$ cat src/rtl/axi_riscv_amo_initiator.sv
// axi_riscv_amo_initiator
//   Turns one RISC-V AMO request at a time into an AXI5 atomic write:
//   AW carries the atop code, a single W beat carries the operand, and the
//   block waits for both R (old value) and B before answering the core.
// Ports
//   clk_i, rst_ni                  clock, async active-low reset
//   req_*                          core request (valid/ready, amo, addr, size, wdata)
//   rsp_*                          core response (valid/ready, rdata, error)
//   mst_aw_*, mst_w_*              AXI write address / data (master side)
//   mst_b_*, mst_r_*               AXI write response / read data (master side)
module axi_riscv_amo_initiator #(
  parameter int unsigned            AXI_ADDR_WIDTH = 32,
  parameter int unsigned            AXI_DATA_WIDTH = 64,
  parameter int unsigned            AXI_ID_WIDTH   = 4,
  parameter logic [AXI_ID_WIDTH-1:0] AXI_ID        = '0
) (
  input  logic                        clk_i,
  input  logic                        rst_ni,
  input  logic                        req_valid_i,
  output logic                        req_ready_o,
  input  logic [3:0]                  req_amo_i,
  input  logic [AXI_ADDR_WIDTH-1:0]   req_addr_i,
  input  logic [1:0]                  req_size_i,
  input  logic [63:0]                 req_wdata_i,
  output logic                        rsp_valid_o,
  input  logic                        rsp_ready_i,
  output logic [63:0]                 rsp_rdata_o,
  output logic                        rsp_error_o,
  output logic [AXI_ADDR_WIDTH-1:0]   mst_aw_addr_o,
  output logic [2:0]                  mst_aw_size_o,
  output logic [5:0]                  mst_aw_atop_o,
  output logic [AXI_ID_WIDTH-1:0]     mst_aw_id_o,
  output logic [7:0]                  mst_aw_len_o,
  output logic [1:0]                  mst_aw_burst_o,
  output logic                        mst_aw_lock_o,
  output logic [3:0]                  mst_aw_cache_o,
  output logic [2:0]                  mst_aw_prot_o,
  output logic [3:0]                  mst_aw_qos_o,
  output logic [3:0]                  mst_aw_region_o,
  output logic                        mst_aw_valid_o,
  input  logic                        mst_aw_ready_i,
  output logic [AXI_DATA_WIDTH-1:0]   mst_w_data_o,
  output logic [AXI_DATA_WIDTH/8-1:0] mst_w_strb_o,
  output logic                        mst_w_last_o,
  output logic                        mst_w_valid_o,
  input  logic                        mst_w_ready_i,
  input  logic [1:0]                  mst_b_resp_i,
  input  logic                        mst_b_valid_i,
  output logic                        mst_b_ready_o,
  input  logic [AXI_DATA_WIDTH-1:0]   mst_r_data_i,
  input  logic [1:0]                  mst_r_resp_i,
  input  logic                        mst_r_valid_i,
  output logic                        mst_r_ready_o
);
  localparam int unsigned STRB_W = AXI_DATA_WIDTH / 8;
  localparam int unsigned OFF_W  = $clog2(STRB_W);

  typedef enum logic [1:0] {S_IDLE, S_ISSUE, S_WAIT, S_RSP} state_e;

  state_e                    r_state, w_next;
  logic [AXI_ADDR_WIDTH-1:0] r_addr;
  logic [OFF_W-1:0]          r_off;
  logic [2:0]                r_aw_size;
  logic [5:0]                r_atop;
  logic [AXI_DATA_WIDTH-1:0] r_wdata;
  logic [STRB_W-1:0]         r_strb;
  logic                      r_w_last, r_aw_valid, r_w_valid;
  logic                      r_r_seen, r_b_seen, r_err;
  logic [63:0]               r_rdata;

  logic                      w_req_hs, w_aw_hs, w_w_hs, w_r_hs, w_b_hs;
  logic                      w_illegal, w_misalign;
  logic [5:0]                w_atop;
  logic [63:0]               w_opnd, w_rext;
  logic [OFF_W-1:0]          w_off;
  logic [AXI_DATA_WIDTH-1:0] w_wdata, w_rsh;
  logic [STRB_W-1:0]         w_strb;
  logic                      w_unused;

  assign w_req_hs = req_valid_i & req_ready_o;
  assign w_aw_hs  = r_aw_valid & mst_aw_ready_i;
  assign w_w_hs   = r_w_valid & mst_w_ready_i;
  assign w_r_hs   = mst_r_valid_i & mst_r_ready_o;
  assign w_b_hs   = mst_b_valid_i & mst_b_ready_o;

  // Request decode: legality, atop code, and the operand placed on its byte lanes.
  always_comb begin
    w_misalign = req_size_i[0] ? (|req_addr_i[2:0]) : (|req_addr_i[1:0]);
    w_illegal  = (req_amo_i > 4'd8) | ~req_size_i[1] | w_misalign;
    case (req_amo_i)
      4'd0:    w_atop = 6'b110000;  // SWAP
      4'd1:    w_atop = 6'b100000;  // ADD
      4'd2:    w_atop = 6'b100001;  // AND -> CLR
      4'd3:    w_atop = 6'b100011;  // OR  -> SET
      4'd4:    w_atop = 6'b100010;  // XOR -> EOR
      4'd5:    w_atop = 6'b100100;  // MAX -> SMAX
      4'd6:    w_atop = 6'b100110;  // MAXU -> UMAX
      4'd7:    w_atop = 6'b100101;  // MIN -> SMIN
      default: w_atop = 6'b100111;  // MINU -> UMIN
    endcase
    // CLR clears the bits that are set in the operand, so AND needs the complement.
    w_opnd = (req_amo_i == 4'd2) ? ~req_wdata_i : req_wdata_i;
    if (!req_size_i[0]) w_opnd[63:32] = '0;
    w_off   = req_addr_i[OFF_W-1:0];
    w_wdata = AXI_DATA_WIDTH'(w_opnd) << {w_off, 3'b000};
    w_strb  = STRB_W'(req_size_i[0] ? 8'hFF : 8'h0F) << w_off;
  end

  // Legal addresses are size-aligned, so shifting by the full byte offset
  // lands either a .W or a .D result at bit 0.
  assign w_rsh  = mst_r_data_i >> {r_off, 3'b000};
  assign w_rext = r_aw_size[0] ? w_rsh[63:0] : {{32{w_rsh[31]}}, w_rsh[31:0]};

  // State register
  always_ff @(posedge clk_i or negedge rst_ni) begin
    if (!rst_ni) r_state <= S_IDLE;
    else         r_state <= w_next;
  end

  // Next-state logic
  always_comb begin
    w_next = r_state;
    case (r_state)
      S_IDLE:  if (w_req_hs) w_next = w_illegal ? S_RSP : S_ISSUE;
      S_ISSUE: if ((~r_aw_valid | w_aw_hs) & (~r_w_valid | w_w_hs)) w_next = S_WAIT;
      S_WAIT:  if ((r_r_seen | w_r_hs) & (r_b_seen | w_b_hs)) w_next = S_RSP;
      S_RSP:   if (rsp_ready_i) w_next = S_IDLE;
      default: w_next = S_IDLE;
    endcase
  end

  // State-decoded outputs
  always_comb begin
    req_ready_o   = (r_state == S_IDLE);
    mst_r_ready_o = (r_state == S_ISSUE) | (r_state == S_WAIT);
    mst_b_ready_o = (r_state == S_ISSUE) | (r_state == S_WAIT);
    rsp_valid_o   = (r_state == S_RSP);
  end

  // Datapath registers
  always_ff @(posedge clk_i or negedge rst_ni) begin
    if (!rst_ni) begin
      r_addr <= '0; r_off <= '0; r_aw_size <= '0; r_atop <= '0;
      r_wdata <= '0; r_strb <= '0; r_w_last <= 1'b0;
      r_aw_valid <= 1'b0; r_w_valid <= 1'b0;
      r_r_seen <= 1'b0; r_b_seen <= 1'b0; r_err <= 1'b0; r_rdata <= '0;
    end else begin
      if (w_req_hs) begin
        r_rdata  <= '0;
        r_err    <= w_illegal;
        r_r_seen <= 1'b0;
        r_b_seen <= 1'b0;
        if (!w_illegal) begin
          r_addr     <= req_addr_i;
          r_off      <= w_off;
          r_aw_size  <= {1'b0, req_size_i};
          r_atop     <= w_atop;
          r_wdata    <= w_wdata;
          r_strb     <= w_strb;
          r_w_last   <= 1'b1;
          r_aw_valid <= 1'b1;
          r_w_valid  <= 1'b1;
        end
      end
      if (w_aw_hs) r_aw_valid <= 1'b0;
      if (w_w_hs)  r_w_valid  <= 1'b0;
      if (w_r_hs) begin
        r_r_seen <= 1'b1;
        r_rdata  <= w_rext;
        if (mst_r_resp_i[1]) r_err <= 1'b1;
      end
      if (w_b_hs) begin
        r_b_seen <= 1'b1;
        if (mst_b_resp_i[1]) r_err <= 1'b1;
      end
    end
  end

  assign rsp_rdata_o     = r_rdata;
  assign rsp_error_o     = r_err;
  assign mst_aw_addr_o   = r_addr;
  assign mst_aw_size_o   = r_aw_size;
  assign mst_aw_atop_o   = r_atop;
  assign mst_aw_id_o     = AXI_ID;
  assign mst_aw_len_o    = 8'd0;
  assign mst_aw_burst_o  = 2'b01;
  assign mst_aw_lock_o   = 1'b0;
  assign mst_aw_cache_o  = 4'd0;
  assign mst_aw_prot_o   = 3'd0;
  assign mst_aw_qos_o    = 4'd0;
  assign mst_aw_region_o = 4'd0;
  assign mst_aw_valid_o  = r_aw_valid;
  assign mst_w_data_o    = r_wdata;
  assign mst_w_strb_o    = r_strb;
  assign mst_w_last_o    = r_w_last;
  assign mst_w_valid_o   = r_w_valid;

  // Only the error bit of each response matters; OKAY vs EXOKAY is irrelevant here.
  assign w_unused = ^{mst_b_resp_i[0], mst_r_resp_i[0], w_rsh};
endmodule

$ cat config.mk
export PLATFORM = sky130hd
export DESIGN_NAME = axi_riscv_amo_initiator
export DESIGN_NICKNAME = d
export VERILOG_FILES = /design/src/rtl/axi_riscv_amo_initiator.sv
export SDC_FILE = /design/constraint.sdc
export NUM_CORES = 1
export LEC_CHECK = 0
export ABC_AREA = 0
export BUFFER_PORTS_ARGS = -buffer_cell sky130_fd_sc_hd__buf_2
export CAP_MARGIN = 20
export CORE_ASPECT_RATIO = 0.9
export CORE_MARGIN = 5
export CORE_UTILIZATION = 55
export CTS_CLUSTER_SIZE = 16
export DETAILED_ROUTE_END_ITERATION = 6
export HOLD_SLACK_MARGIN = 0.06
export PLACE_DENSITY = 0.87
export SLEW_MARGIN = 40
export SYNTH_ARGS = -nofsm -noshare
export SYNTH_HDL_FRONTEND = slang
export SYNTH_SLANG_ARGS = --single-unit
$ cat constraint.sdc
create_clock -name clk_i -period 2.7 [get_ports clk_i]
set_input_delay 0.405 -clock clk_i [delete_from_list [all_inputs] [get_ports clk_i]]
set_output_delay 0.405 -clock clk_i [all_outputs]
set_load 0.01 [all_outputs]
==> flow_summary.ini, run 1 <==
[clock_network]
post_cts_resized = 0
cts_tree = done
cts_sinks = 182
numCtsBuffers = 17
cts_root_buf = clkbuf_16
ctsHoldBuffers = 1
insertion_delay_ns = 0.43
cts_setup_buffers = 0
clkTransAtPathRegs_ns = 0.07
cts_max_level = 4
clockBufferDepth = 2

[placed_design]
post-place-cells = 1679
dpl.hpwl_microns = 26900
place.gp.congestion = 1.01
place_ws_ns = 0.480
io_buffers = 358

[sta]
fin_crit_ns = 2.19
rsz0062_at_grt = no
fmax_mhz = 456
finalSetupTns_ns = 0
tightestPinTransition_ns = 0.793
fin_worst_skew_ns = 0.00876
period_share_pct = 81.2
hold_viol = 0
fin_ws_ns = 0.507
final-setup-viol-count = 0
slew_viol_final = 0
relSlewSlack_pct = 47.0

[setup_path]
critPathCaptureType = flip-flop
cp.depth = 6
critical-path-top-delay-family = simple AND/OR/NAND/NOR gates
cp-start-kind = flip-flop
path_buf_inv = 1
critical_path.cell_chain = buf_4, nor2b_1, nand2_1, o21ai_0, mux2i_1, o21ai_0
cpMostUsedCell = o21ai_0
cpMaxStageDelayCell = nor2b_1
critPathKind = flip-flop to flip-flop
worstPathMaxFanout = 34
critPathArrivalTime_ns = 2.55
reg2regPathDepth = 6
cp.required_ns = 3.05
crit_path_max_incr_delay_ns = 0.62

[synthesis]
yosysSeqAreaShare_pct = 41.7
synth_area_sq_mm = 0.0109
async_flop_share_pct = 100
netlist_instances = 1133
avgSynthCellArea_sq_um = 9.63
synth.distinct_cells = 48
ys_seq_elements = 182
yosys_warnings = 0
ys.flop_type = dfrtp_1
synth-edff-count = 0

[pwr]
powerDensity_mw_per_mm2 = 841
cellLeakagePower_nw = 6.75
vdd_drop_max_v = 0.000614

[floorplanning]
core_area_sq_mm = 0.0193
core.rowCount = 48
initial_core_util_pct = 56.4
dieArea_sq_mm = 0.0228
io_pins = 393
die_w_microns = 158
die_h_microns = 144

[grt]
grt_pass1_vias = 10051
globalRouteMet3Util_pct = 6.96
overflow = 0
grt_pass1_wl_microns = 54500
grt.busiest_layer = met2
antenna_found_initial = 4
grt_start_max_net_pins = 66
grtUsageMet2_pct = 50.3
gr-usage-met1_pct = 39.2
grt_use_total_pct = 30.8

[cells_and_area]
drive_gt1_share_pct = 32.9
multi_input_area_sq_mm = 0.00573
fill_cells = 1446
nNetsFinal = 1632
final_cell_count_no_fill = 1716
fin_util_pct = 69.2
regArea_sq_mm = 0.00456
area_delta_synth_final_pct = 22.6

[run_status]
outcome = completed

[routing]
drc = 0
wl_per_cell_microns = 21.0
detail_route.wirelength_microns = 36000
firstDrtPassIters = 7
viasPerCell = 5.89
drtIter0Drc = 1103
dr_total_vias = 10115
detail-route-antenna-nets = 0

[flow_run]
drv_cap = 0

[hold_path]
hold_class = input pin to flip-flop
hold_depth = 3
[state kept, by name, indices dropped and copies added, names as in the netlist, 2 cells and up]
register and cells:
mst_aw_addr_o 32, mst_aw_atop_o 5, mst_aw_size_o 2, mst_w_data_o 64, mst_w_strb_o 8, r_state 2
rsp_rdata_o 64
[layout by cell type, fill, tap and decap left out, types with 20 or more instances in the layout]
master | netlist | final
xor2_1 | 42 | 42
buf_4 | 48 | 25
o22ai_1 | 23 | 23
o21ai_0 | 60 | 60
a22o_1 | 27 | 27
buf_2 | 33 | 357
xnor2_1 | 50 | 50
conb_1 | 2 | 32
a21oi_1 | 108 | 108
dfrtp_1 | 182 | 180
nor2_1 | 52 | 49
mux4_2 | 25 | 25
mux2i_1 | 101 | 101
nand2_1 | 200 | 200
mux2_2 | 20 | 20
[cell usage after synthesis (2+ instances only)]
master,number,area share (%)
o31ai_1,12,0.83
a221oi_1,7,0.56
a21o_1,9,0.62
nor2_1,52,1.8
nand2b_1,6,0.34
o21bai_1,2,0.14
xor2_1,42,3.4
inv_1,14,0.48
o221a_2,5,0.52
buf_2,33,1.5
a22oi_1,6,0.41
o2bb2ai_1,8,0.64
buf_4,48,3.3
o22ai_1,23,1.3
mux2_2,20,2.1
xnor2_1,50,4.0
and2_1,4,0.23
nand3_1,2,0.092
ha_1,5,0.57
o21a_1,4,0.28
nor3_1,2,0.092
nor2b_1,9,0.52
mux2i_1,101,9.3
a22o_1,27,2.2
buf_6,2,0.21
buf_1,7,0.24
nand2_1,200,6.9
mux4_2,25,5.2
o21ai_0,60,2.8
dfrtp_1,182,42
a2bb2oi_1,7,0.56
clkbuf_1,34,1.2
o221ai_1,2,0.16
a21oi_1,108,5.0
conb_1,2,0.069
[path summary, 6_finish.rpt]
kind	startpoint	to	slack (ns)
setup / recovery	mst_aw_addr_o[0]$_DFFE_PN0P_	rsp_rdata_o[11]$_DFFE_PN0P_	0.51
hold / removal	req_addr_i[12]	mst_aw_addr_o[12]$_DFFE_PN0P_	0.16
setup reg to reg	mst_aw_addr_o[0]$_DFFE_PN0P_	rsp_rdata_o[11]$_DFFE_PN0P_	0.51
hold reg to reg	mst_aw_valid_o$_DFFE_PN0P_	mst_aw_valid_o$_DFFE_PN0P_	0.47
max in group asynchronous	rst_ni	mst_w_strb_o[7]$_DFFE_PN0P_	1.40
min in group asynchronous	rst_ni	mst_w_data_o[50]$_DFFE_PN0P_	0.49
[per-stage QoR]
stage / hold slack, ns / power, W / area, sq um
CTS: 0.143 / 0.0113 / 13400
floorplan: 0.109 / 0.00683 / 11000
finish: 0.162 / 0.0113 / 13400
detailed placement: 0.366 / 0.00878 / 12800
global placement: 0.364 / 0.00859 / 12800
global route: 0.147 / 0.0120 / 13400
[layout make-up]
class	count	share of cell area, %
diodes	4	0.0748
clock buffers	18	3.28
clock inverters	14	1.00
inverters	15	0.421
multi-input cells	842	42.8
flip-flops and latches	182	34.1
well taps	250	2.34
repair buffers	391	16.0
[kinds of logic (layout without fill, tap and decap cells)]
group,Yosys count,count (layout),share of synthesized area [%]
adders and majority gates,5,5,0.573
and+or+nand+nor,282,282,10.5
AOI/OAI and AO/OA,285,285,16.3
buffers and inverters,139,438,6.95
xor gates and xnor gates,92,92,7.38
muxes,146,146,16.5
other,2,36,0.0688
DFF,182,182,41.7
[metal layers]
| metal | up-vias | wire [microns] |
|---|---|---|
| met5 | - | 0 |
| met1 | 4775 | 13200 |
| met3 | 140 | 3950 |
| li1 | 4530 | - |
| met4 | 0 | 1760 |
| met2 | 670 | 17100 |
[power by group]
part           total (W)  internal [W]  switching, W
clock            0.00244       0.00125       0.00119
sequential       0.00428       0.00370      0.000580
combinational    0.00453       0.00186       0.00267
total             0.0113       0.00681       0.00444
[worst min-delay path, delay by kind of cell]
| kind | cells | cell delay, ns |
|---|---|---|
| and+or+nand+nor | 2 | 0.08 |
| buffers and inverters | 1 | 0.07 |
No activity file was read; power rests on OpenSTA's default activity.
==> inputs of run 2 (changes only) <==
ABC_AREA = 1   (was 0)
CORE_UTILIZATION = 47   (was 55)
PLACE_DENSITY = 0.78   (was 0.87)
clock period = 1.98 ns   (was 2.7 ns; I/O delays follow)
==> run 2 against run 1 <==
Compared with the run above:
- worst hold slack worse by 0.089 ns
- flip-flop and latch count unchanged
- sequential power increased by 36%
- combinational power rose by 45%
- synthesized area grew 6.2%
- cell count increased by 38%
- setup slack lost 0.40 ns
- register-to-register slack lost 0.39 ns
- power rose by 41%
- utilization is 9.1 points lower
- critical endpoint is now mst_aw_addr_o[1]
==> flow_summary.ini, run 2 <==
[clock_network]
cts_root_buf = clkbuf_16
clockBufferDepth = 2
cts_max_level = 4
insertion_delay_ns = 0.44
cts_tree = done
numCtsBuffers = 17
cts_sinks = 182
clkTransAtPathRegs_ns = 0.07

[synthesis]
yosys_warnings = 0
yosys.area.top_type = dfrtp_1
ys_seq_elements = 182
async_flop_share_pct = 100
synth_area_sq_mm = 0.0116
synth_area_leaders = dfrtp_1 39%, nand2_1 21%, nand3_1 10%
ys.flop_type = dfrtp_1
yosysTopAreaCellShare_pct = 39.3
ys_top_cells_by_count = 652 x nand2_1, 234 x nand3_1, 182 x dfrtp_1
synth.distinct_cells = 41
yosysMostFrequentCell = nand2_1
netlist_instances = 1702
yosysSeqAreaShare_pct = 39.3
synth-edff-count = 0
avgSynthCellArea_sq_um = 6.81

[setup_path]
worstPathMaxFanout = 45
cp-start-kind = flip-flop
critPathCaptureType = primary output
critPathArrivalTime_ns = 1.57
crit_path_max_incr_delay_ns = 0.47
cpMaxStageDelayCell = dfrtp_1
reg2regPathDepth = 8
critical-path-top-delay-family = buffers and inverters
critPathKind = flip-flop to primary output
cp.depth = 2
path_buf_inv = 2
critical_path.cell_chain = buf_4, buf_2
cp.required_ns = 1.68

[run_status]
outcome = completed

[flow_run]
drv_cap = 0

[cells_and_area]
layout_common_cells = 652 x nand2_1, 357 x buf_2, 234 x nand3_1
area_delta_synth_final_pct = 25.9
fill_cells = 2275
fin_util_pct = 60.1
drive_gt1_share_pct = 23.7
diodes = 0
final_common_cell = nand2_1
nNetsFinal = 2226

[pwr]
cellLeakagePower_nw = 8.46
vdd_drop_max_v = 0.000728
powerDensity_mw_per_mm2 = 1090

[floorplanning]
initial_core_util_pct = 47.8
core_area_sq_mm = 0.0243
die_h_microns = 159
io_pins = 393
core.rowCount = 54
die_w_microns = 176
dieArea_sq_mm = 0.0279

[placed_design]
dpl.hpwl_microns = 33000
place.gp.congestion = 0.983
io_buffers = 358

[grt]
grt_start_max_net_pins = 65
grt.busiest_layer = met2
grt_pass1_wl_microns = 69400
globalRouteMet3Util_pct = 7.57
overflow = 0
grt_pass1_vias = 12512
antenna_found_initial = 0
grt_use_total_pct = 31.0
grtUsageMet2_pct = 48.0
gr-usage-met1_pct = 42.4

[routing]
viasPerCell = 5.51
detail-route-antenna-nets = 0
dr_total_vias = 13021
drc = 0
firstDrtPassIters = 6
detail_route.wirelength_microns = 44100
drtIter0Drc = 1472
wl_per_cell_microns = 18.7

[sta]
fin_crit_ns = 1.87
tightestPinTransition_ns = 0.780
fmax_mhz = 535
relSlewSlack_pct = 47.8
rsz0062_at_grt = no
finalSetupTns_ns = 0
slew_viol_final = 0
hold_viol = 0
fin_worst_skew_ns = 0.0174
period_share_pct = 94.4
final-setup-viol-count = 0

[hold_path]
hold_class = input pin to flip-flop
hold_depth = 3
run 2: changes by cell type in the layout (fill, tap and decap cells not counted), sizes merged, moves of 20 or more:
cell   delta
a21oi    -39
buf      +28
inv      +75
mux2     -20
mux2i    -85
mux4     -25
nand2   +456
nand3   +232
nor2     +29
o21ai    +65
o22ai    -22
xnor2    -49
xor2     -41
run 2: kinds of logic after synthesis:
kind of cell    Yosys count  share of synthesized area (%)
xor+xnor                  2                          0.151
other cells               2                         0.0648
buf+inv                 243                           9.87
simple gates           1002                           36.3
fa+ha+maj                 5                          0.540
flops                   182                           39.3
compound gates          250                           12.4
mux                      16                           1.38
run 2: layer usage:
layer  wire length, microns  vias to the layer above
met5                      0                        -
met3                   4760                      111
met4                   1730                        0
met2                  19600                      775
met1                  18100                     5985
li1                       -                     6150
run 2: through the flow:
stage	cells	worst slack, ns	cell area (sq um)	hold WS, ns	total power [W]
global route	2364	0.0139	14600	0.0649	0.0169
global placement	2310	0.0153	13800	0.296	0.0122
finish	2364	0.111	14600	0.0730	0.0159
floorplan	1732	0.271	11700	0.00141	0.00941
CTS	2362	0.00890	14600	0.0604	0.0159
detailed placement	2310	0.0260	13800	0.305	0.0124
run 2: worst min-delay path, cell delays in order:
cell	delay [ns]
buf_2	0.08
nand2_1	0.04
nand2_1	0.06
run 2: where the power goes:
group	switching (W)	leakage, nW	internal, W	total, W
combinational	0.00408	5.77	0.00250	0.00658
sequential	0.000799	2.41	0.00503	0.00583
clock	0.00167	0.289	0.00183	0.00351
run 2: layout make-up:
cell class	instances	area, sq um	area share [%]
well taps	308	385	2.64
inverters	97	364	2.50
clock buffers	19	443	3.04
repair buffers	438	2660	18.3
clock inverters	13	159	1.09
multi-input cells	1307	6020	41.2
flip-flops and latches	182	4560	31.2
run 2: path summary, 6_finish.rpt:
kind / start / end / slack, ns
max in group asynchronous: rst_ni / rsp_rdata_o[26]$_DFFE_PN0P_ / 0.80
worst min-delay path: req_addr_i[31] / mst_aw_addr_o[31]$_DFFE_PN0P_ / 0.07
worst max-delay path: mst_aw_addr_o[1]$_DFFE_PN0P_ / mst_aw_addr_o[1] / 0.11
worst max register to register: mst_aw_addr_o[0]$_DFFE_PN0P_ / rsp_rdata_o[35]$_DFFE_PN0P_ / 0.12
min in group asynchronous: rst_ni / mst_w_data_o[1]$_DFFE_PN0P_ / 0.41
worst min register to register: mst_aw_addr_o[25]$_DFFE_PN0P_ / mst_aw_addr_o[25]$_DFFE_PN0P_ / 0.47
run 2: what timing repair did:
| action | 4_1_cts | 5_1_grt |
|---|---|---|
| setup endpoints to repair | 0 | 3 |
| buffers inserted | 0 | 2 |
| hold buffers | 20 | 0 |
| endpoints found under the hold margin | 66 | 0 |
| gates resized for setup | 0 | 2 |
